### config.mk
export PLATFORM = sky130hd
export DESIGN_NAME = iir_decim_out
export DESIGN_NICKNAME = d
export VERILOG_FILES = /design/src/rtl/iir_pkg.sv /design/src/rtl/iir_fifo_fwft.sv /design/src/rtl/iir_decim_out.sv
export SDC_FILE = /design/constraint.sdc
export NUM_CORES = 1
export LEC_CHECK = 0
export CORE_MARGIN = 2
export CORE_UTILIZATION = 35
export CTS_CLUSTER_SIZE = 12
export DETAILED_ROUTE_END_ITERATION = 8
export SYNTH_ARGS = -nofsm -noshare
export SYNTH_HDL_FRONTEND = slang
export SYNTH_SLANG_ARGS = --single-unit
### constraint.sdc
create_clock -name clk -period 3 [get_ports clk]
set_clock_uncertainty 0.1 [all_clocks]
set_input_delay 0.45 -clock clk [delete_from_list [all_inputs] [get_ports clk]]
set_output_delay 0.45 -clock clk [all_outputs]
set_load 0.02 [all_outputs]
### src/rtl/iir_pkg.sv
// iir_pkg: sample widths, signed sample types and the round/saturate helper
// shared by the decimator output stage.
package iir_pkg;
    localparam int W  = 14;
    localparam int OW = 12;
    localparam int D  = W + 1 - OW;

    typedef logic signed [W:0]   sample_t;
    typedef logic signed [W+1:0] wide_t;

    function automatic logic signed [OW-1:0] sat_round(input wide_t value, input int d, input int ow);
        wide_t half, hi, lo, r;
        half = wide_t'(1) <<< (d - 1);
        hi   = (wide_t'(1) <<< (ow - 1)) - wide_t'(1);
        lo   = -hi - wide_t'(1);
        // one extra bit of headroom keeps the rounding add from wrapping
        r    = (value + half) >>> d;
        r    = (r > hi) ? hi : (r < lo) ? lo : r;
        return r[OW-1:0];
    endfunction
endpackage

### src/rtl/iir_fifo_fwft.sv
// iir_fifo_fwft: pointer-based first-word-fall-through FIFO; the head reads as
// zero while empty, so dout only moves on a pop or a push into an empty FIFO.
module iir_fifo_fwft #(
    parameter int DEPTH = 4,
    parameter int OW    = 12
) (
    input  logic                         clk,
    input  logic                         reset_n,
    input  logic                         push,
    input  logic [OW-1:0]                din,
    input  logic                         pop,
    output logic [OW-1:0]                dout,
    output logic [$clog2(DEPTH+1)-1:0]   level,
    output logic                         full,
    output logic                         empty
);
    localparam int AW = $clog2(DEPTH);
    localparam int LW = $clog2(DEPTH + 1);
    localparam logic [LW-1:0] FULL_LVL = LW'(DEPTH);

    logic [OW-1:0] mem [DEPTH];
    logic [AW-1:0] rd, wr;
    logic          do_push, do_pop;

    assign empty   = level == '0;
    assign full    = level == FULL_LVL;
    assign do_pop  = pop && !empty;
    // a pop frees the slot a same-cycle push needs when full
    assign do_push = push && (!full || do_pop);
    assign dout    = empty ? '0 : mem[rd];

    always_ff @(posedge clk or negedge reset_n) begin
        if (!reset_n) begin
            rd    <= '0;
            wr    <= '0;
            level <= '0;
        end else begin
            rd    <= rd + AW'(do_pop);
            wr    <= wr + AW'(do_push);
            level <= level + LW'(do_push) - LW'(do_pop);
        end
    end

    always_ff @(posedge clk) begin
        if (do_push) mem[wr] <= din;
    end
endmodule

### src/rtl/iir_decim_out.sv
// iir_decim_out: decimate by 2**LOG2R, round/saturate W+1 -> OW bits, buffer in a FWFT FIFO.
// Define IIR_DECIM_AVG_EN to average each frame instead of keeping its last sample.
module iir_decim_out
    import iir_pkg::*;
#(
    parameter int LOG2R = 2,
    parameter int DEPTH = 4
) (
    input  logic                         clk,
    input  logic                         reset_n,
    input  logic signed [W:0]            x_in,
    input  logic                         in_valid,
    output logic [OW-1:0]                y_out,
    output logic                         y_valid,
    input  logic                         y_ready,
    output logic [$clog2(DEPTH+1)-1:0]   fifo_level,
    output logic                         ovf_sticky,
    input  logic                         clr_ovf
);
    logic [LOG2R-1:0] phase;
    logic             dec, push, full, empty;
    logic [OW-1:0]    fmt;
    sample_t          v;

    assign dec = in_valid && (phase == {LOG2R{1'b1}});

`ifdef IIR_DECIM_AVG_EN
    logic signed [W+LOG2R:0] acc, sum, x_ext;
    assign x_ext = (W+LOG2R+1)'(x_in);
    // phase 0 starts a fresh frame, dropping the previous frame's total
    assign sum   = (phase == '0) ? x_ext : acc + x_ext;
    assign v     = sample_t'(sum >>> LOG2R);

    always_ff @(posedge clk or negedge reset_n) begin
        if (!reset_n) acc <= '0;
        else if (in_valid) acc <= sum;
    end
`else
    assign v = x_in;
`endif

    always_ff @(posedge clk or negedge reset_n) begin
        if (!reset_n) begin
            phase      <= '0;
            push       <= 1'b0;
            fmt        <= '0;
            ovf_sticky <= 1'b0;
        end else begin
            phase      <= phase + LOG2R'(in_valid);
            push       <= dec;
            if (dec) fmt <= sat_round(wide_t'(v), D, OW);
            ovf_sticky <= (push && full && !y_ready) || (ovf_sticky && !clr_ovf);
        end
    end

    iir_fifo_fwft #(.DEPTH(DEPTH), .OW(OW)) u_fifo (
        .clk     (clk),
        .reset_n (reset_n),
        .push    (push),
        .din     (fmt),
        .pop     (y_ready),
        .dout    (y_out),
        .level   (fifo_level),
        .full    (full),
        .empty   (empty)
    );

    assign y_valid = !empty;
endmodule

==> results.json, run 1 <==
{
  "finalCriticalPeriod_ns": 2.68,
  "finalSetupViolCount": 0,
  "wl_um": 4880,
  "path_buf_inv": 1,
  "dr_total_vias": 1656,
  "worstPathCellList": "mux4_2 -> nor2b_1 -> clkdlybuf4s50_1",
  "post_cts_buffers": 0,
  "cts_buffers": 9,
  "p_clk_share_pct": 23.1,
  "synthArstFlopShare_pct": 32.4,
  "synth-edff-count": 48,
  "powerDensity_nw_per_um2": 959,
  "cpPeakStageDelay_ns": 0.70,
  "antenna_cells": 0,
  "ys_seq_elements": 71,
  "grt_pass1_wl_um": 8070,
  "ctsResizeCount": 0,
  "yosysTopAreaCellShare_pct": 47.8,
  "cellLeakagePower_nw": 1.37,
  "startpoint_type": "register",
  "coreArea_um2": 8300,
  "tns_ns": 0,
  "globalplace.congestion": 0.821,
  "top_usage_layer": "met2",
  "p_sw_mw": 1.12,
  "grt_overflow": 0,
  "fp.dieW_um": 96.9,
  "finalPower_mw": 3.59,
  "grtUsageMet3_pct": 2.82,
  "yosys.area.top_type": "edfxtp_1",
  "synthFlopType": "edfxtp_1",
  "post-route-period-util_pct": 89.5,
  "p_comb_share_pct": 33.0,
  "grt_max_degree": 15,
  "cp.required_ns": 2.45,
  "setup_slack_ns": 0.316,
  "ys_top_cells_by_count": "edfxtp_1, dfrtp_1, nand2_1, nor2_1, nor2b_1",
  "cts.sinks": 71,
  "ir_worst_vdd_v": 0.000322,
  "antenna_found_initial": 0,
  "crit_path_end_kind": "primary output",
  "hold_viol_final": 0,
  "cap_viol_max_count": 0,
  "use_met1_pct": 14.2,
  "pwr-share-seq_pct": 43.9,
  "cts.path.max_buffers": 2,
  "clk_pin_slew_worst_paths_ns": 0.08,
  "start_util_pct": 36.4,
  "arrival_ns": 2.13,
  "ant_nets": 0,
  "dieHeight_um": 96.9,
  "drt_iter0_markers": 45,
  "hp-class": "primary input to asynchronous set/reset pin",
  "dr.pass1.iters": 4,
  "layout.nets": 271,
  "hold-worst-slack_ns": 0.322,
  "tritoncts": "yes",
  "viasPerCell": 4.68,
  "synth_cells": 195,
  "syn-num-nets": 222,
  "met2_usage_pct": 17.3,
  "placement.io_buffers": 34,
  "grt_pass1_vias": 1650,
  "worst_pin_slew_ns": 1.06,
  "cts_hold_buffers": 0,
  "drv_slew": 0,
  "clock.fmax_mhz": 373,
  "drive_gt1_share_pct": 17.3,
  "die-area_um2": 9380,
  "syn_area_um2": 3020,
  "drc": 0,
  "cts-htree-levels": 3,
  "intPower_mw": 2.46,
  "num_rows": 33,
  "yosysUniqueCellTypes": 32,
  "max-slew-margin-rel_pct": 29.4,
  "critical-path-slowest-cell": "dfrtp_1",
  "wl_per_cell_um": 13.8,
  "io_pins": 37,
  "crit_type": "register to primary output",
  "cp_max_fo": 13,
  "worstSkewPairLatency_ns": 0.34,
  "cts-root-buf": "clkbuf_8",
  "yosysMostFrequentCell": "edfxtp_1",
  "status": "finished, final reports clean",
  "rsz0062_at_grt": "false",
  "synth_area_leaders": "edfxtp_1, dfrtp_1, mux4_2",
  "yosysSeqAreaShare_pct": 66.8,
  "hpwl_um": 3480,
  "critPathTopFamily": "flip-flops",
  "yosys_warnings": 0,
  "dp_slack_ns": 0.364,
  "grt_use_total_pct": 11.2,
  "avgSynthCellArea_um2": 15.5,
  "area_growth_pct": 23.9,
  "swShare_pct": 31.4
}
==> final timing paths <==
kind / start / end / slack, ns / cells after the start
max reg2reg: u_fifo.level[0] / u_fifo.level[2] / 0.81 / 7
min in group clk: phase[1] / phase[1] / 0.37 / 1
max: u_fifo.rd[1] / y_out[0] / 0.32 / 3
max in group asynchronous: reset_n / fmt[5] / 1.92 / 2
min reg2reg: phase[1] / phase[1] / 0.37 / 1
min: reset_n / u_fifo.wr[1] / 0.32 / 1
==> worst register-to-register path, cell delays in order, from the launching register on <==
cell and delay [ns]:
dfrtp_1 0.41, nor4b_1 0.45, nor2b_1 0.12, buf_4 0.17
ha_1 0.19, fa_1 0.37, xnor2_1 0.18, xnor2_1 0.13
==> metal layers <==
layer / vias up / part of all wire (%)
met5: - / 0
met4: 0 / 3.0
met3: 13 / 3.1
met2: 37 / 48
met1: 791 / 46
li1: 815 / -
==> state kept, by name, indices dropped and copies added (netlist names) <==
register / flops
u_fifo.wr: 2
phase: 2
u_fifo.level: 3
u_fifo.mem: 48
push: 1
fmt: 12
ovf_sticky: 1
u_fifo.rd: 2
==> power groups by stage <==
stage | combinational, mW | sequential [mW] | clock, mW
finish | 1.18 | 1.57 | 0.827
global route | 1.29 | 1.62 | 0.886
CTS | 1.21 | 1.58 | 0.846
detailed placement | 1.21 | 1.60 | 0
global placement | 1.20 | 1.58 | 0
floorplan | 0.761 | 1.54 | 0
==> cells in the final DEF, fill, tap and decap left out, types with 2 or more instances in the layout <==
cell             instances
a21oi_1                 11
inv_1                    7
and3_1                   3
nand3_1                  4
nand2_1                 15
buf_4                    9
nor2_1                  14
ha_1                     6
dfrtp_1                 23
nor3_1                   3
mux4_2                  12
clkbuf_8                 9
o21ai_0                  3
edfxtp_1                48
clkinvlp_4               3
xnor2_1                  7
xor2_1                   7
nor2b_1                 14
clkdlybuf4s50_1         34
bufinv_16                2
==> logic make-up (layout without fill, tap and decap cells) <==
logic type / after synthesis / after routing / share of synthesized area (%)
flip-flops: 71 / 71 / 66.8
XOR/XNOR: 14 / 14 / 4.06
multiplexers: 12 / 12 / 8.96
buffers and inverters: 12 / 66 / 2.16
AND/OR/NAND/NOR: 63 / 63 / 12.0
AO/OA/AOI/OAI: 16 / 16 / 2.82
adder cells (fa/ha/maj): 7 / 7 / 3.15
==> stage by stage <==
step | instance area, um^2 | util [%] | instances
3_3_place_gp | 3520 | 42.4 | 338
3_5_place_dp | 3520 | 42.4 | 338
5_1_grt | 3740 | 45.0 | 354
6_report | 3740 | 45.0 | 354
2_1_floorplan | 3020 | - | 195
4_1_cts | 3740 | 45.0 | 354
==> area by class of cell <==
class,count,area (um^2)
clock buffer,9,124
clock inverter,7,96.3
fill,741,4560
inverter,7,26.3
multi-input combinational,112,936
sequential,71,2020
tap,105,131
timing repair buffer,43,408
(Power assumes the default switching activity.)
==> run 2: changes to the inputs <==
==> constraint.sdc (replaced) <==
create_clock -name clk -period 3 [get_ports clk]
set_clock_uncertainty 0.1 [all_clocks]
set_input_delay 0.45 -clock clk [delete_from_list [all_inputs] [get_ports clk]]
set_output_delay 0.45 -clock clk [all_outputs]
set_load 0.01 [all_outputs]
==> results.json, run 2 (same netlist as run 1, synthesis figures left out) <==
{
  "rr_worst_depth": 7,
  "num_rows": 33,
  "finalSetupViolCount": 0,
  "fp.dieW_um": 96.9,
  "drive_gt1_share_pct": 16.9,
  "dr_total_vias": 1638,
  "largest_reg_flops": 48,
  "cap_viol_max_count": 0,
  "crit_type": "register to primary output",
  "arrival_ns": 2.08,
  "drt_iter0_markers": 86,
  "antenna_cells": 0,
  "r2r_setup_slack_ns": 0.80,
  "grt_use_total_pct": 11.9,
  "post-route-period-util_pct": 87.8,
  "cp_max_fo": 13,
  "grt_pass1_wl_um": 8560,
  "drc": 0,
  "ctsResizeCount": 0,
  "dr.pass1.iters": 4,
  "post_cts_buffers": 0,
  "antenna_found_initial": 0,
  "max-slew-margin-rel_pct": 28.2,
  "wl_per_cell_um": 14.4,
  "cp.required_ns": 2.45,
  "wl_um": 5090,
  "ant_nets": 0,
  "area_growth_pct": 23.6,
  "crit_path_end_kind": "primary output",
  "rsz0062_at_grt": "false",
  "grt_overflow": 0,
  "coreArea_um2": 8300,
  "viasPerCell": 4.63,
  "worstPathCellList": "mux4_2 -> nor2b_1 -> clkdlybuf4s50_1",
  "cts-root-buf": "clkbuf_8",
  "critical-path-slowest-cell": "dfrtp_1",
  "final_common_cell": "edfxtp_1",
  "cpPeakStageDelay_ns": 0.71,
  "globalplace.congestion": 0.818,
  "finalCriticalPeriod_ns": 2.63,
  "worstSkewPairLatency_ns": 0.34,
  "largest_register": "u_fifo.mem",
  "top_regs": "u_fifo.mem (48), fmt (12), u_fifo.level (3)",
  "start_util_pct": 36.4,
  "hold_viol_final": 0,
  "reg2reg_from": "u_fifo.level[0]",
  "cellLeakagePower_nw": 1.37,
  "worst_pin_slew_ns": 1.07,
  "final_area_um2": 3730,
  "powerDensity_nw_per_um2": 928,
  "grt_pass1_vias": 1707,
  "hp-class": "primary input to asynchronous set/reset pin",
  "clk_pin_slew_worst_paths_ns": 0.07,
  "postPlaceCellArea_um2": 3520,
  "tritoncts": "yes",
  "status": "finished, final reports clean",
  "hpwl_um": 3580,
  "dieHeight_um": 96.9,
  "die-area_um2": 9380,
  "placement.io_buffers": 34,
  "layout.nets": 271,
  "cts_buffers": 9,
  "cts-htree-levels": 3,
  "startpoint_type": "register",
  "dp.cells": 338,
  "tns_ns": 0,
  "cts.path.max_buffers": 2,
  "drv_slew": 0,
  "reg2reg_to": "u_fifo.level[2]",
  "layout.cells.non_filler": 354,
  "clock.fmax_mhz": 380,
  "cts_hold_buffers": 0,
  "ir_worst_vdd_v": 0.000310,
  "cts.sinks": 71,
  "io_pins": 37,
  "grt_max_degree": 15,
  "final_cell_mix": "edfxtp_1, clkdlybuf4s50_1, dfrtp_1"
}
[run 2: metal layers]
layer	part of all wire [%]	vias up	global-route usage (%)
met2	49	45	19.3
met4	2.9	0	7.48
li1	-	814	-
met5	0	-	0
met1	45	767	14.8
met3	3.0	12	2.02
[run 2: per-stage QoR]
| step | setup WS [ns] | hold slack, ns | total power, mW | utilization [%] |
|---|---|---|---|---|
| floorplan | 0.450 | 0.0544 | 2.19 | - |
| global placement | 0.371 | 0.353 | 2.67 | 42.4 |
| detailed placement | 0.349 | 0.358 | 2.70 | 42.4 |
| CTS | 0.324 | 0.330 | 3.51 | 45.0 |
| global route | 0.267 | 0.374 | 3.68 | 45.0 |
| finish | 0.367 | 0.323 | 3.46 | 45.0 |
[run 2: critical path: cells and delay by family (launching register included)]
| kind | cells | cell delay (ns) |
|---|---|---|
| buffers and inverters | 1 | 0.47 |
| DFF | 1 | 0.71 |
| and+or+nand+nor | 1 | 0.15 |
| muxes | 1 | 0.41 |
[run 2: how the worst max path moves through the flow]
stage                            end  cells past startpoint  slack [ns]             from
floorplan            u_fifo.level[2]                      9        0.45  u_fifo.level[0]
global placement     u_fifo.level[2]                      8        0.37          y_ready
detailed placement  u_fifo.mem[2][8]                      5        0.35          y_ready
CTS                         y_out[3]                      3        0.32     u_fifo.rd[1]
global route                y_out[0]                      3        0.27     u_fifo.rd[1]
finish                      y_out[3]                      3        0.37     u_fifo.rd[1]
[run 2: area by class of cell]
class                           instances  area (um^2)
Fill cell                             753         4570
Tap cell                              105          131
Multi-Input combinational cell        112          936
Clock buffer                           10          128
Clock inverter                          6         85.1
Sequential cell                        71         2020
Timing Repair Buffer                   43          408
Inverter                                7         26.3
[run 2: power by group]
group	leakage, nW	switching [mW]	total (mW)	internal (mW)
Combinational	0.570	0.448	1.07	0.627
Sequential	0.697	0.211	1.58	1.36
Clock	0.102	0.349	0.814	0.465
Total	1.37	1.01	3.46	2.46
==> run 3: changes to the inputs <==
SLEW_MARGIN = 25   (was default)
==> results.json, run 3 (same netlist as run 1, synthesis figures left out) <==
{
  "crit_path_end_kind": "primary output",
  "wl_um": 5090,
  "top_regs": "u_fifo.mem (48), fmt (12), u_fifo.level (3)",
  "placement.io_buffers": 34,
  "cpPeakStageDelay_ns": 0.70,
  "ctsResizeCount": 0,
  "arrival_ns": 2.07,
  "cp.required_ns": 2.45,
  "hold_viol_final": 0,
  "crit_type": "register to primary output",
  "cts-root-buf": "clkbuf_8",
  "antenna_cells": 0,
  "grt_overflow": 0,
  "grt_pass1_vias": 1708,
  "post-route-period-util_pct": 87.4,
  "largest_register": "u_fifo.mem",
  "fp.dieW_um": 96.9,
  "ant_nets": 0,
  "multi_input_area_um2": 938,
  "drv_slew": 0,
  "critPathTopFamily": "flip-flops",
  "critical-path-slowest-cell": "dfrtp_1",
  "layout.cells.non_filler": 354,
  "io_pins": 37,
  "layout.nets": 271,
  "grt_max_degree": 15,
  "largest_reg_flops": 48,
  "status": "finished, final reports clean",
  "grt_use_total_pct": 11.5,
  "hold-worst-slack_ns": 0.336,
  "startpoint_type": "register",
  "cp_max_fo": 13,
  "num_rows": 33,
  "post-route-util_pct": 45.0,
  "die-area_um2": 9380,
  "dp.cells": 338,
  "tns_ns": 0,
  "hpwl_um": 3570,
  "final_common_cell": "edfxtp_1",
  "globalplace.congestion": 0.818,
  "drive_gt1_share_pct": 17.3,
  "area_growth_pct": 23.7,
  "dr_total_vias": 1650,
  "viasPerCell": 4.66,
  "drt_iter0_markers": 62,
  "drc": 0,
  "regArea_um2": 2020,
  "path_buf_inv": 1,
  "finalSetupViolCount": 0,
  "fill_cells": 755,
  "cts.sinks": 71,
  "dr.pass1.iters": 4,
  "start_util_pct": 36.4,
  "cts-htree-levels": 3,
  "cts_hold_buffers": 0,
  "final_cell_mix": "edfxtp_1, clkdlybuf4s50_1, dfrtp_1",
  "cap_viol_max_count": 0,
  "wl_per_cell_um": 14.4,
  "worst_pin_slew_ns": 0.687,
  "clock.fmax_mhz": 382,
  "powerDensity_nw_per_um2": 928,
  "post_cts_buffers": 0,
  "hp-class": "primary input to asynchronous set/reset pin",
  "antenna_found_initial": 0,
  "max-slew-margin-rel_pct": 54.2,
  "dieHeight_um": 96.9,
  "finalCriticalPeriod_ns": 2.62,
  "rsz0062_at_grt": "false",
  "cts_buffers": 9,
  "cellLeakagePower_nw": 1.37,
  "ir_worst_vdd_v": 0.000340,
  "finalPower_mw": 3.47,
  "worstSkewPairLatency_ns": 0.34,
  "coreArea_um2": 8300,
  "grt_pass1_wl_um": 8450,
  "clk_pin_slew_worst_paths_ns": 0.07,
  "worstPathCellList": "mux4_2 -> nor2b_1 -> clkdlybuf4s50_1",
  "tritoncts": "yes",
  "cts.path.max_buffers": 2
}
==> run 3: per-stage QoR <==
stage	setup WS [ns]	area (um^2)
after floorplan	0.450	3020
after global placement	0.371	3520
after detailed placement	0.354	3520
after CTS	0.332	3730
after global routing	0.273	3730
final	0.379	3730
==> run 3: area by class of cell <==
type / count / share of cell area, %
Sequential cell: 71 / 54.0
Clock inverter: 6 / 2.28
Multi-Input combinational cell: 112 / 25.1
Timing Repair Buffer: 43 / 10.9
Clock buffer: 10 / 3.42
Inverter: 7 / 0.704
Tap cell: 105 / 3.52
==> run 3: worst paths after layout <==
path                                   end             from  slack, ns  depth (start not counted)
setup / recovery                  y_out[3]     u_fifo.rd[1]       0.38                          3
max in group asynchronous           fmt[5]          reset_n       1.89                          2
hold / removal                  ovf_sticky          reset_n       0.34                          1
min in group clk                  phase[1]         phase[1]       0.37                          1
hold reg to reg                   phase[1]         phase[1]       0.37                          1
setup reg to reg           u_fifo.level[2]  u_fifo.level[0]       0.79                          7
==> run 3: report_power, final <==
group / leakage [nW] / switching (mW) / total (mW) / internal [mW]
Clock: 0.102 / 0.347 / 0.812 / 0.465
Sequential: 0.697 / 0.214 / 1.58 / 1.36
Combinational: 0.570 / 0.449 / 1.08 / 0.627
Total: 1.37 / 1.01 / 3.47 / 2.46
==> run 3: metal layers <==
| metal | share of wire (%) | GRT usage (%) | vias to the layer above |
|---|---|---|---|
| met4 | 2.6 | 6.50 | 0 |
| met5 | 0 | 0 | - |
| met2 | 49 | 18.9 | 38 |
| met1 | 46 | 14.5 | 790 |
| met3 | 2.8 | 1.95 | 11 |
| li1 | - | - | 811 |
